==> src/rtl/fft_tw_pkg.sv <==
// Shared definitions for the FFT twiddle sequencer.
// Holds the default geometry, the controller state enum and the helper that
// packs {stage, index} into a twiddle ROM address.
package fft_tw_pkg;

   localparam int unsigned NUM_STAGES   = 7;
   localparam int unsigned TW_PER_STAGE = 4;
   localparam int unsigned ADDR_W       = 5;
   localparam int unsigned DATA_W       = 16;
   localparam int unsigned STAGE_W      = 3;
   localparam int unsigned INDEX_W      = 2;

   typedef enum logic [2:0] {
      StIdle,
      StIssue,
      StWait,
      StHold,
      StDone
   } tw_state_e;

   function automatic logic [ADDR_W-1:0] tw_addr(input logic [STAGE_W-1:0] stage,
                                                 input logic [INDEX_W-1:0] index);
      return {stage, index};
   endfunction

endpackage

==> src/rtl/fft_tw_negate.sv <==
// Combinational saturating two's-complement negate for twiddle words.
// The most negative value has no positive counterpart, so it maps to the
// most positive value instead of wrapping back onto itself.
//
// Ports:
//   din   in  DATA_W  twiddle word
//   dout  out DATA_W  -din, with the most negative value saturated
module fft_tw_negate #(
   parameter int unsigned DATA_W = fft_tw_pkg::DATA_W
) (
   input  logic [DATA_W-1:0] din,
   output logic [DATA_W-1:0] dout
);

   localparam logic [DATA_W-1:0] MOST_NEG = {1'b1, {(DATA_W-1){1'b0}}};

   always_comb begin
      dout = -din;
      if (din == MOST_NEG) begin
         dout = ~MOST_NEG;
      end
   end

endmodule

==> src/rtl/fft_twiddle_sequencer.sv <==
// Walks the twiddle ROM in stage order and presents each coefficient to the
// butterfly over a valid/ready handshake. Every coefficient takes one ISSUE
// cycle (address presented), one WAIT cycle (ROM read latency, data captured
// at its end) and at least one HOLD cycle (tw_valid high until accepted).
//
// Optional feature macro: FFT_TW_CONJ_EN. When defined, a sweep started with
// inverse = 1 emits saturated negated ROM words (conjugate twiddles); when
// undefined, inverse is ignored and ROM words pass through unchanged.
//
// Ports:
//   clk, rst            clock, synchronous active-high reset
//   start, inverse      sweep request and conjugate select (sampled in IDLE)
//   busy, done          sweep in progress / one-cycle completion pulse
//   rom_addr, rom_data  twiddle ROM address out, read data in (1-cycle latency)
//   tw_valid, tw_ready  coefficient handshake
//   tw_data, tw_stage, tw_index, tw_last  coefficient and its position
module fft_twiddle_sequencer #(
   parameter int unsigned NUM_STAGES   = fft_tw_pkg::NUM_STAGES,
   parameter int unsigned TW_PER_STAGE = fft_tw_pkg::TW_PER_STAGE,
   parameter int unsigned ADDR_W       = fft_tw_pkg::ADDR_W,
   parameter int unsigned DATA_W       = fft_tw_pkg::DATA_W
) (
   input  logic              clk,
   input  logic              rst,
   input  logic              start,
   input  logic              inverse,
   output logic              busy,
   output logic              done,
   output logic [ADDR_W-1:0] rom_addr,
   input  logic [DATA_W-1:0] rom_data,
   output logic              tw_valid,
   input  logic              tw_ready,
   output logic [DATA_W-1:0] tw_data,
   output logic [2:0]        tw_stage,
   output logic [1:0]        tw_index,
   output logic              tw_last
);

   import fft_tw_pkg::*;

   localparam logic [2:0] LAST_STAGE = 3'(NUM_STAGES - 1);
   localparam logic [1:0] LAST_INDEX = 2'(TW_PER_STAGE - 1);

   tw_state_e         state_q, state_d;
   logic [2:0]        stage_q, stage_d;
   logic [1:0]        index_q, index_d;
   logic [ADDR_W-1:0] rom_addr_q, rom_addr_d;
   logic [DATA_W-1:0] tw_data_q, tw_data_d;
   logic [DATA_W-1:0] cap_data;
   logic              last_c;

`ifdef FFT_TW_CONJ_EN
   logic              inv_q;
   logic [DATA_W-1:0] neg_data;

   fft_tw_negate #(
      .DATA_W(DATA_W)
   ) u_negate (
      .din (rom_data),
      .dout(neg_data)
   );

   // inverse is latched with the accepted start and held for the whole sweep
   always_ff @(posedge clk) begin
      if (rst) begin
         inv_q <= 1'b0;
      end else if (state_q == StIdle && start) begin
         inv_q <= inverse;
      end
   end

   assign cap_data = inv_q ? neg_data : rom_data;
`else
   logic unused_inverse;
   assign unused_inverse = inverse;
   assign cap_data       = rom_data;
`endif

   assign last_c = (stage_q == LAST_STAGE) && (index_q == LAST_INDEX);

   always_ff @(posedge clk) begin
      if (rst) begin
         state_q    <= StIdle;
         stage_q    <= '0;
         index_q    <= '0;
         rom_addr_q <= '0;
         tw_data_q  <= '0;
      end else begin
         state_q    <= state_d;
         stage_q    <= stage_d;
         index_q    <= index_d;
         rom_addr_q <= rom_addr_d;
         tw_data_q  <= tw_data_d;
      end
   end

   always_comb begin
      state_d    = state_q;
      stage_d    = stage_q;
      index_d    = index_q;
      rom_addr_d = rom_addr_q;
      tw_data_d  = tw_data_q;
      unique case (state_q)
         StIdle: begin
            if (start) begin
               stage_d    = '0;
               index_d    = '0;
               // address is loaded on entry so it is stable throughout ISSUE
               rom_addr_d = ADDR_W'(tw_addr(3'd0, 2'd0));
               state_d    = StIssue;
            end
         end
         StIssue: begin
            state_d = StWait;
         end
         StWait: begin
            tw_data_d = cap_data;
            state_d   = StHold;
         end
         StHold: begin
            if (tw_ready) begin
               if (last_c) begin
                  state_d = StDone;
               end else begin
                  if (index_q == LAST_INDEX) begin
                     index_d = '0;
                     stage_d = stage_q + 3'd1;
                  end else begin
                     index_d = index_q + 2'd1;
                  end
                  rom_addr_d = ADDR_W'(tw_addr(stage_d, index_d));
                  state_d    = StIssue;
               end
            end
         end
         StDone: begin
            state_d = StIdle;
         end
         default: begin
            state_d = StIdle;
         end
      endcase
   end

   assign busy     = (state_q != StIdle);
   assign done     = (state_q == StDone);
   assign tw_valid = (state_q == StHold);
   assign tw_last  = tw_valid && last_c;
   assign rom_addr = rom_addr_q;
   assign tw_data  = tw_data_q;
   assign tw_stage = stage_q;
   assign tw_index = index_q;

endmodule

==> config.mk <==
export PLATFORM = sky130hd
export DESIGN_NAME = fft_twiddle_sequencer
export DESIGN_NICKNAME = d
export VERILOG_FILES = /design/src/rtl/fft_tw_pkg.sv /design/src/rtl/fft_tw_negate.sv /design/src/rtl/fft_twiddle_sequencer.sv
export SDC_FILE = /design/constraint.sdc
export NUM_CORES = 1
export LEC_CHECK = 0
export BUFFER_PORTS_ARGS = -buffer_cell sky130_fd_sc_hd__buf_2
export CORE_MARGIN = 2
export CORE_UTILIZATION = 40
export CTS_CLUSTER_DIAMETER = 120
export CTS_CLUSTER_SIZE = 8
export DETAILED_ROUTE_END_ITERATION = 7
export PLACE_DENSITY = 0.71
export SETUP_SLACK_MARGIN = 0.05
export SYNTH_ARGS = -nofsm -noshare
export SYNTH_HDL_FRONTEND = slang
export SYNTH_SLANG_ARGS = --single-unit
==> constraint.sdc <==
create_clock -name clk -period 1.8 [get_ports clk]
set_input_delay 0 -clock clk [delete_from_list [all_inputs] [get_ports clk]]
set_output_delay 0 -clock clk [all_outputs]
set_load 0.02 [all_outputs]
Word-level counts from Yosys, hierarchy flattened
Cells that the tools add are included.

Muxes and demuxes: 18. Add/subtract/negate cells: 2. Reductions and logical operators: 7. Equal/unequal tests: 9.

Operators by type and width (number): $mux 3 (7); $mux 5 (3); $pmux 3 s4 (1); $pmux 5 s2 (1); $mux 2 (4); $eq 3x2->1 const B (2); $eq 3x3->1 const B (2); $pmux 3 s2 (1); $ne 2x2->1 const B (2); $pmux 2 s2 (1); $reduce_and 4->1 (1); $add 3x1->3 const B (1); $eq 3x1->1 const B (1); $logic_not 3->1 (1); $reduce_bool 3->1 (1); $add 2x1->2 const B (1); $eq 2x2->1 const B (1); $logic_and 1x1->1 (2); $ne 2x1->1 const B (1); $reduce_and 2->1 (1); $reduce_bool 2->1 (1).

Register bits: 29.

Logic depth before layout (Yosys ltp)
Gate-level depths: netlist (run 1).

Depth after elaboration: 5. Gate-level depth with buffers: 6.

Worst setup path before layout (run 1)
No wires, ideal clock.

Path kind: register to register. Start point: register index_q[0], in the netlist tw_index[0]. End point: register stage_q[1], in the netlist tw_stage[1]. Data required time: 1.708 ns. Stages on the path, launching flop included: 6. Setup slack: -0.070 ns. Clock period less this slack: 1.870 ns. Arrival: 1.777 ns. Cell sequence: dfxtp_1 ha_1 nand3_1 nor3_1 nor4_1 o32ai_1.

Cells in the longest elaborated chain, start to end: 5. Elaborated cells on any way between the ends: 8. Classes of those cells: eq/ne (2); mux (4); reduce/logical (2).

Ends and longest elaborated chain: start: declaration (line fft_twiddle_sequencer.sv:46) `logic [1:0] index_q, index_d;`; start signal: assignment (line fft_twiddle_sequencer.sv:91) `index_q <= index_d;`; $eq 2x2->1 (*) (line fft_twiddle_sequencer.sv:79, fft_twiddle_sequencer.sv:125); $mux 3 (line fft_twiddle_sequencer.sv:125) `if (index_q == LAST_INDEX) begin`; $mux 3 (line fft_twiddle_sequencer.sv:122) `if (last_c) begin`; $mux 3 (line fft_twiddle_sequencer.sv:121) `if (tw_ready) begin`; $pmux 3 s2 (line fft_twiddle_sequencer.sv:103) `unique case (state_q)`; end signal: assignment (line fft_twiddle_sequencer.sv:90) `stage_q <= stage_d;`; end: declaration (line fft_twiddle_sequencer.sv:45) `logic [2:0] stage_q, stage_d;`.

Mark *: on every way between the ends. The rest lies on a longest branch, timed or not. The select of a mux whose other input is x is not followed. A chain may end at the register's enable or synchronous reset.

Worst setup path after layout (run 1)
Start point: register stage_q[0], in the netlist tw_stage[0]. End point: register index_q[0], in the netlist tw_index[0].

Cells in the longest elaborated chain, start to end: 4.

Ends and longest elaborated chain: $eq 3x3->1 (line fft_twiddle_sequencer.sv:79) `assign last_c = (stage_q == LAST_STAGE) && (index_q == LAST_INDEX);`; $logic_and 1x1->1 (line fft_twiddle_sequencer.sv:79); $ne 2x2->1 (no source line); $reduce_and 4->1 (no source line).

No other way between the ends.

==> results of run 1 <==
## worst max path at each step
stage | startpoint | endpoint | slack [ns] | cells after the start
3_5_place_dp | tw_stage[0]$_SDFFE_PP0P_ | tw_stage[0]$_SDFFE_PP0P_ | 0.11 | 6
4_1_cts | tw_stage[0]$_SDFFE_PP0P_ | tw_stage[0]$_SDFFE_PP0P_ | 0.09 | 6
3_3_place_gp | tw_stage[0]$_SDFFE_PP0P_ | tw_stage[0]$_SDFFE_PP0P_ | 0.20 | 6
2_1_floorplan | tw_index[0]$_SDFFE_PP0P_ | tw_stage[1]$_SDFFE_PP0P_ | 0.16 | 5
5_1_grt | tw_stage[0]$_SDFFE_PP0P_ | tw_index[0]$_SDFFE_PP0P_ | 0.04 | 6
6_report | tw_stage[0]$_SDFFE_PP0P_ | tw_index[0]$_SDFFE_PP0P_ | 0.15 | 6
## registers in the layout, summed over array words and instances (netlist names)
signal    count
state_q       3
tw_data      16
tw_index      1
tw_stage      2
rom_addr      2
## metrics by stage
stage,worst slack (ns),utilization (%),instance area [um^2]
global route,0.0391,60.6,1500
detailed placement,0.115,51.7,1280
global placement,0.205,51.7,1280
CTS,0.0870,60.3,1490
finish,0.148,60.6,1500
floorplan,0.162,-,1050
## routing by layer
metal	vias up	GRT usage, %	part of all wire (%)
met2	38	31.7	51
li1	561	-	-
met5	-	0	0
met4	0	10.6	1.7
met1	503	20.7	42
met3	5	2.96	5.0
## cell type report
type / instances / area, um^2 / area share [%]
clock buffer: 3 / 22.5 / 1.50
clock inverter: 1 / 30.0 / 2.00
inverter: 6 / 22.5 / 1.50
timing repair buffer: 68 / 428 / 28.5
sequential: 24 / 480 / 32.0
tap: 30 / 37.5 / 2.50
multi-input combinational: 91 / 479 / 31.9
## where the power goes
| group | switching (W) | leakage [nW] | internal, W |
|---|---|---|---|
| Sequential | 0.0000256 | 0.195 | 0.000561 |
| Clock | 0.000170 | 0.0279 | 0.000225 |
| Combinational | 0.000135 | 0.484 | 0.0000984 |
## worst reg2reg max path: stages, from the launching register on
cell and delay (ns):
dfxtp_1 0.42, inv_1 0.06, ha_1 0.20, nand3_1 0.14, a32oi_2 0.11, or4_1 0.49, a21oi_1 0.15
## layout by cell type (no fill, tap or decap)
cell type	synthesis	layout
and3_1	3	3
or3_1	1	1
a32o_1	1	1
o22ai_1	1	1
ha_1	3	3
dlygate4sd3_1	0	16
buf_4	5	3
nor4_2	0	1
clkbuf_4	0	3
a32oi_2	1	1
buf_2	3	49
nor3_1	3	2
or4_1	1	1
o21ai_0	1	1
nand2_1	41	41
nor4b_1	1	1
bufinv_16	0	1
nand4_1	1	1
nor4_1	2	1
dfxtp_1	24	24
nand3_1	2	2
nor3_2	1	2
inv_1	6	6
o32ai_1	1	1
a21oi_1	19	19
nor2_1	6	6
and4b_1	1	1
o31ai_1	1	1
## logic make-up (layout without fill, tap and decap cells)
kind of cell             count (synthesis)  after routing  synth area share [%]
AO/OA/AOI/OAI                           25             25                  14.2
adder cells (fa/ha/maj)                  3              3                  3.59
buffers and inverters                   18             78                  9.33
flip-flops                              24             24                  45.9
AND/OR/NAND/NOR                         63             63                  26.9
## repair_timing
action                     CTS  global route
setup endpoints to repair    0             3
hold endpoints to repair    16             0
hold buffers                16             0
gates resized for setup      0             1
setup buffers                0             0
==> qor.yml, run 1 <==
worst-path-max-fanout: 6
dpl.cell_count: 203
cts_max_level: 1
yosysWarnings: 0
synth_area_leaders: "dfxtp_1 (46%), nand2_1 (15%), a21oi_1 (9.1%), buf_4 (3.6%), ha_1 (3.6%)"
overflow: 0
drc_errors: 0
vias: 1107
synth-async-reset-ratio_pct: 0
setup_violations: 0
ant_nets: 0
cp_data_arrival_time_ns: 1.91
cts_inserted_buffers: 3
holdWs_ns: 0.0706
drive_gt1_share_pct: 31.1
status: "complete, no violations"
r2r-start: "tw_stage[0]$_SDFFE_PP0P_"
synthFlopType: "dfxtp_1"
drt-vias-per-instance: 4.96
clkLatencyLatePin_ns: 0.32
cpMaxStageDelayCell: "or4_1"
cts_sinks: 24
portBuffers: 49
max_slew.worst_pin.slew_ns: 0.533
n_fill_cell: 238
yosys.cell_count.top_type: "nand2_1"
nets: 218
maxSlewHeadroom_pct: 64.4
fin_tns_setup_ns: 0
path_clk_slew_ns: 0.13
num_rows: 18
ioPinCount: 51
end_kind: "flip-flop"
powerDensity_mw_per_mm2: 810
finalClockSkew_ns: 0.00283
synth_common_cells: "nand2_1 (41), dfxtp_1 (24), a21oi_1 (19)"
dp_hpwl_mm: 1.78
worstRegToRegCells: 6
start_util_pct: 42.2
antenna_found_initial: 0
cts_buffer_depth: 2
crit_type: "reg -> reg"
gp_congestion: 0.835
grt_usage_pct: 18.2
synth_top_cell_area_share_pct: 45.9
final_cells: 223
cap_violations: 0
slowest_delay_ns: 0.49
min_period_ns: 1.65
grt_pass1_wl_mm: 3.90
yosysTopAreaCell: "dfxtp_1"
synth-seq-cells: 24
wl_per_cell_um: 12.1
synth_area_mm2: 0.00105
r2r-end: "tw_index[0]$_SDFFE_PP0P_"
min_path_cells: 3
die_h_um: 55.1
crit_required_ns: 2.06
hold_path_end: "state_q[1]$_SDFFE_PP0P_"
peakVddDrop_uv: 472
first_pass_iters: 4
hold_path.class: "in -> reg"
synth.yosys.seq_area_share_pct: 45.9
core_mm2: 0.00248
cpLargestDelayFamily: "simple AND/OR/NAND/NOR gates"
diodes: 0
r2r_slack_ns: 0.15
synth_edf_count: 0
crit_buf_inv: 1
worst_setup_path_start_kind: "flip-flop"
crit_path_cell_trace: "inv_1 > ha_1 > nand3_1 > a32oi_2 > or4_1 > a21oi_1"
clock.fmax_ghz: 0.605
ys_types: 26
fin_crit_sh_pct: 91.8
total_power_w: 0.00121
min_from: "tw_ready"
fp.dieW_um: 55.1
avgSynthCellArea_um2: 7.86
synth_cells: 133
cts_tree: "done"
hold_viol_final: 0
cts_root_buf: "clkbuf_4"
grt_max_degree: 24
slew_violations: 0
die_area_mm2: 0.00304
rsz0062_at_grt: "false"
grt_pass1_vias: 950
routed_wirelength_mm: 2.69
area_delta_synth_final_pct: 43.4
p_leak_nw: 0.707
syn_nets: 157
drtIter0Drc: 10
Power figures use the tool's default switching activity.
==> run 2, diff against run 1 <==
Settings changed: CORE_ASPECT_RATIO set to 0.75, SYNTH_HIERARCHICAL set to 1.
==> run 2 against run 1 <==
Net effect: routed wire length fell by 5.1%; critical endpoint unchanged; clock power is 31% lower; critical path depth shrank 1.
==> qor.yml, run 2 <==
status: "complete, no violations"
diodes: 0
synthMuxAreaShare_pct: 0
final_util_pct: 58.2
grt_pass1_vias: 838
core_mm2: 0.00254
synth_cells: 133
synthFlopType: "dfxtp_1"
syn_nets: 157
worst-path-max-fanout: 6
grt_max_degree: 24
mostFrequentLayoutCell: "buf_2"
synth_top_family_by_area: "simple AND/OR/NAND/NOR gates"
gp_congestion: 0.822
n_fill_cell: 250
synth_edf_count: 0
clkLatencyLatePin_ns: 0.30
rsz0062_at_grt: "false"
synth-async-reset-ratio_pct: 0
cts_tree: "done"
synth_fa_ha_area_share_pct: 3.59
ioPinCount: 51
slew_violations: 0
synth-xor-area-share_pct: 0
drtIter0Drc: 45
first_pass_iters: 4
grt_pass1_wl_mm: 3.68
routed_wirelength_mm: 2.55
yosysTopAreaCell: "dfxtp_1"
die_area_mm2: 0.00304
synth_common_cells: "nand2_1 (41), dfxtp_1 (24), a21oi_1 (19)"
crit_required_ns: 2.04
total_power_w: 0.00109
max_slew.worst_pin.slew_ns: 0.520
yosys.cell_count.top_type: "nand2_1"
hold_viol_final: 0
antenna_found_initial: 0
clock.fmax_ghz: 0.615
hold_path.class: "in -> reg"
ant_nets: 0
cts_root_buf: "clkbuf_4"
peakVddDrop_uv: 431
cap_violations: 0
drive_gt1_share_pct: 30.7
nets: 217
min_period_ns: 1.63
synth-simple-area-share_pct: 26.9
ys_types: 26
portBuffers: 49
cts_sinks: 24
holdWs_ns: 0.0811
worst_setup_path_start_kind: "flip-flop"
crit_type: "reg -> reg"
layout_common_cells: "buf_2 (49), nand2_1 (41), dfxtp_1 (23)"
cp_data_arrival_time_ns: 1.87
fp.dieW_um: 63.1
synth_area_leaders: "dfxtp_1 (46%), nand2_1 (15%), a21oi_1 (9.1%), buf_4 (3.6%), ha_1 (3.6%)"
vias: 1085
avgSynthCellArea_um2: 7.86
cts_max_level: 1
powerDensity_mw_per_mm2: 735
drc_errors: 0
synth_top_cell_area_share_pct: 45.9
dp_hpwl_mm: 1.74
fin_tns_setup_ns: 0
p_leak_nw: 0.695
synth_area_mm2: 0.00105
yosysWarnings: 6
largest_reg_flops: 16
synth-seq-cells: 24
setup_violations: 0
maxSlewHeadroom_pct: 65.3
cts_inserted_buffers: 3
synth.yosys.seq_area_share_pct: 45.9
die_h_um: 48.3
start_util_pct: 41.1
cts_buffer_depth: 2
wl_per_cell_um: 11.2
fin_crit_sh_pct: 90.4
synth_compound_area_share_pct: 14.2
area_delta_synth_final_pct: 41.4
end_kind: "flip-flop"
finalClockSkew_ns: 0.00226
overflow: 0
grt_usage_pct: 16.0
path_clk_slew_ns: 0.12
drt-vias-per-instance: 4.76
num_rows: 16
==> run 2: critical path, cell delays in order (launching register included) <==
cell,delay [ns]
dfxtp_1,0.36
ha_1,0.27
nand3_1,0.17
a32oi_2,0.11
or4_1,0.50
a21oi_1,0.15
==> run 2: final cells by class <==
type | count | area (um^2) | share of cell area (%)
Timing Repair Buffer | 67 | 420 | 28.4
Multi-Input combinational cell | 91 | 473 | 32.0
Inverter | 6 | 22.5 | 1.52
Sequential cell | 24 | 482 | 32.6
Clock buffer | 4 | 36.3 | 2.45
Tap cell | 36 | 45.0 | 3.05
==> run 2: cells by family after synthesis <==
group,count (synthesis)
buffers and inverters,18
AO/OA/AOI/OAI,25
adder cells (fa/ha/maj),3
flip-flops,24
AND/OR/NAND/NOR,63
==> run 2: metal layers <==
metal | track usage (%) | wire length, um
met5 | 0 | 0
met3 | 4.39 | 153
met4 | 5.33 | 21
met1 | 19.0 | 1090
met2 | 29.6 | 1290
==> run 2: worst paths after layout <==
| kind | slack (ns) | endpoint | cells after the start | start |
|---|---|---|---|---|
| setup / recovery | 0.17 | tw_index[0]$_SDFFE_PP0P_ | 5 | tw_index[0]$_SDFFE_PP0P_ |
| hold / removal | 0.08 | state_q[1]$_SDFFE_PP0P_ | 3 | tw_ready |
| setup reg to reg | 0.17 | tw_index[0]$_SDFFE_PP0P_ | 5 | tw_index[0]$_SDFFE_PP0P_ |
| hold reg to reg | 0.46 | tw_data[12]$_SDFFE_PP0P_ | 2 | tw_data[12]$_SDFFE_PP0P_ |
==> run 2: timing repair <==
action	4_1_cts	5_1_grt
gates resized for setup	0	1
endpoints found under the setup margin	0	1
buffers inserted	0	0
hold endpoints to repair	16	0
hold buffers	16	0
==> run 2: metrics by stage <==
step / instances / setup slack (ns) / instance area [um^2]
after floorplan: 133 / 0.162 / 1050
after global placement: 208 / 0.242 / 1280
after detailed placement: 208 / 0.193 / 1280
after CTS: 228 / 0.145 / 1480
after global routing: 228 / 0.0838 / 1480
final: 228 / 0.173 / 1480
==> run 2: power by group <==
group	leakage [nW]	switching, W	total, W	internal, W
clock	0.0210	0.000148	0.000272	0.000123
combinational	0.478	0.000132	0.000228	0.0000960
sequential	0.196	0.0000263	0.000587	0.000561
total	0.695	0.000307	0.00109	0.000780
==> run 3, diff against run 2 <==
==> constraint.sdc (replaced) <==
create_clock -name clk -period 1.8 [get_ports clk]
set_input_delay 0.36 -clock clk [delete_from_list [all_inputs] [get_ports clk]]
set_output_delay 0.36 -clock clk [all_outputs]
set_load 0.02 [all_outputs]
==> run 3 against run 2 <==
Net effect: critical path depth shrank 1; worst hold slack improved by 0.19 ns; sequential share of layout area increased by 3.2 points; die area did not move; via count down 4.6%; clock-buffer cell count shrank 1; setup slack got worse by 0.057 ns; largest power group unchanged; highest routed layer unchanged.
==> qor.yml, run 3 (synthesized netlist as in run 2, its figures left out) <==
gp_congestion: 0.834
crit_required_ns: 1.44
crit_type: "reg -> out"
cts_root_buf: "clkbuf_4"
ant_nets: 0
vias: 1035
first_pass_iters: 4
drt-vias-per-instance: 4.81
path_clk_slew_ns: 0.12
dp_hpwl_mm: 1.76
start_util_pct: 41.1
hold_viol_final: 0
final_area_mm2: 0.00138
cts_tree: "done"
portBuffers: 49
fin_tns_setup_ns: 0
fp.dieW_um: 63.1
layout_common_cells: "buf_2 (48), nand2_1 (41), a21oi_1 (19)"
hold_buffers: 0
fin_crit_sh_pct: 93.5
slew_violations: 0
p_leak_nw: 0.640
cts_inserted_buffers: 3
placed_area_mm2: 0.00129
grt_pass1_wl_mm: 3.68
die_h_um: 48.3
rsz0062_at_grt: "true"
clock.fmax_ghz: 0.594
min_period_ns: 1.68
cp_data_arrival_time_ns: 1.32
worst-path-max-fanout: 6
peakVddDrop_uv: 478
diodes: 0
clkLatencyLatePin_ns: 0.30
area_delta_synth_final_pct: 31.9
grt_pass1_vias: 842
setup_violations: 0
cts_sinks: 24
mostFrequentLayoutCell: "buf_2"
drive_gt1_share_pct: 39.7
overflow: 0
cts_buffer_depth: 2
maxSlewHeadroom_pct: 65.8
routed_wirelength_mm: 2.46
wl_per_cell_um: 11.5
drtIter0Drc: 39
grt_usage_pct: 16.0
n_fill_cell: 259
core_mm2: 0.00254
num_rows: 16
largest_reg_flops: 16
dp_slack_ns: 0.197
powerDensity_mw_per_mm2: 738
antenna_found_initial: 0
status: "complete, no violations"
worst_setup_path_start_kind: "flip-flop"
die_area_mm2: 0.00304
r2r_slack_ns: 0.24
grt_max_degree: 18
cap_violations: 0
hold_path.class: "in -> reg"
cts_max_level: 1
finalWorstSetupSlack_ns: 0.116
nets: 205
drc_errors: 0
max_slew.worst_pin.slew_ns: 0.512
ioPinCount: 51
finalClockSkew_ns: 0.00162
end_kind: "primary output"
-- run 3: changes by cell type in the layout (fill, tap and decap cells not counted), sizes merged --
cell,change
buf,+4
clkbuf,-1
dlygate4sd3,-16
-- run 3: area by class of cell --
class                   count  area (um^2)  share of cell area, %
repair buffers             55          297                   21.5
well taps                  36         45.0                   3.26
clock buffers               3         22.5                   1.63
flip-flops and latches     24          494                   35.8
multi-input cells          91          499                   36.2
inverters                   6         22.5                   1.63
-- run 3: metal layers --
layer  vias up  global-route usage [%]  part of all wire, %
met4         0                    5.33                 0.85
met2        28                    28.3                   48
met3         2                    4.16                  3.9
li1        536                       -                    -
met5         -                       0                    0
met1       469                    20.0                   47
-- run 3: worst paths after layout --
| path | startpoint | end | cells past startpoint |
|---|---|---|---|
| max reg2reg | tw_stage[0]$_SDFFE_PP0P_ | tw_stage[0]$_SDFFE_PP0P_ | 7 |
| min reg2reg | tw_data[15]$_SDFFE_PP0P_ | tw_data[15]$_SDFFE_PP0P_ | 2 |
| min | rom_data[10] | tw_data[10]$_SDFFE_PP0P_ | 3 |
| max | tw_index[0]$_SDFFE_PP0P_ | tw_last | 4 |
-- run 3: repair_timing --
item	CTS	global route
resized for setup	10	6
pin swaps	1	2
setup buffers	1	2
hold endpoints to repair	0	0
endpoints found under the setup margin	2	2
-- run 3: per-stage QoR --
stage,hold WS [ns],util [%],instances,total power [W]
global route,0.264,54.3,215,0.00108
CTS,0.265,53.0,213,0.00103
detailed placement,0.446,50.7,209,0.000802
floorplan,0.439,-,133,0.000730
finish,0.275,54.3,215,0.00102
global placement,0.439,50.7,209,0.000796
-- run 3: where the power goes --
part           leakage (nW)  internal [W]  switching, W
clock                0.0138     0.0000781      0.000148
sequential            0.199      0.000561     0.0000264
combinational         0.427     0.0000762      0.000129
total                 0.640      0.000715      0.000304
-- run 3: worst max-delay path: stages (launching register included) --
cell,delay [ns]
dfxtp_4,0.40
ha_4,0.17
nand3_2,0.11
nor3_4,0.18
buf_6,0.15
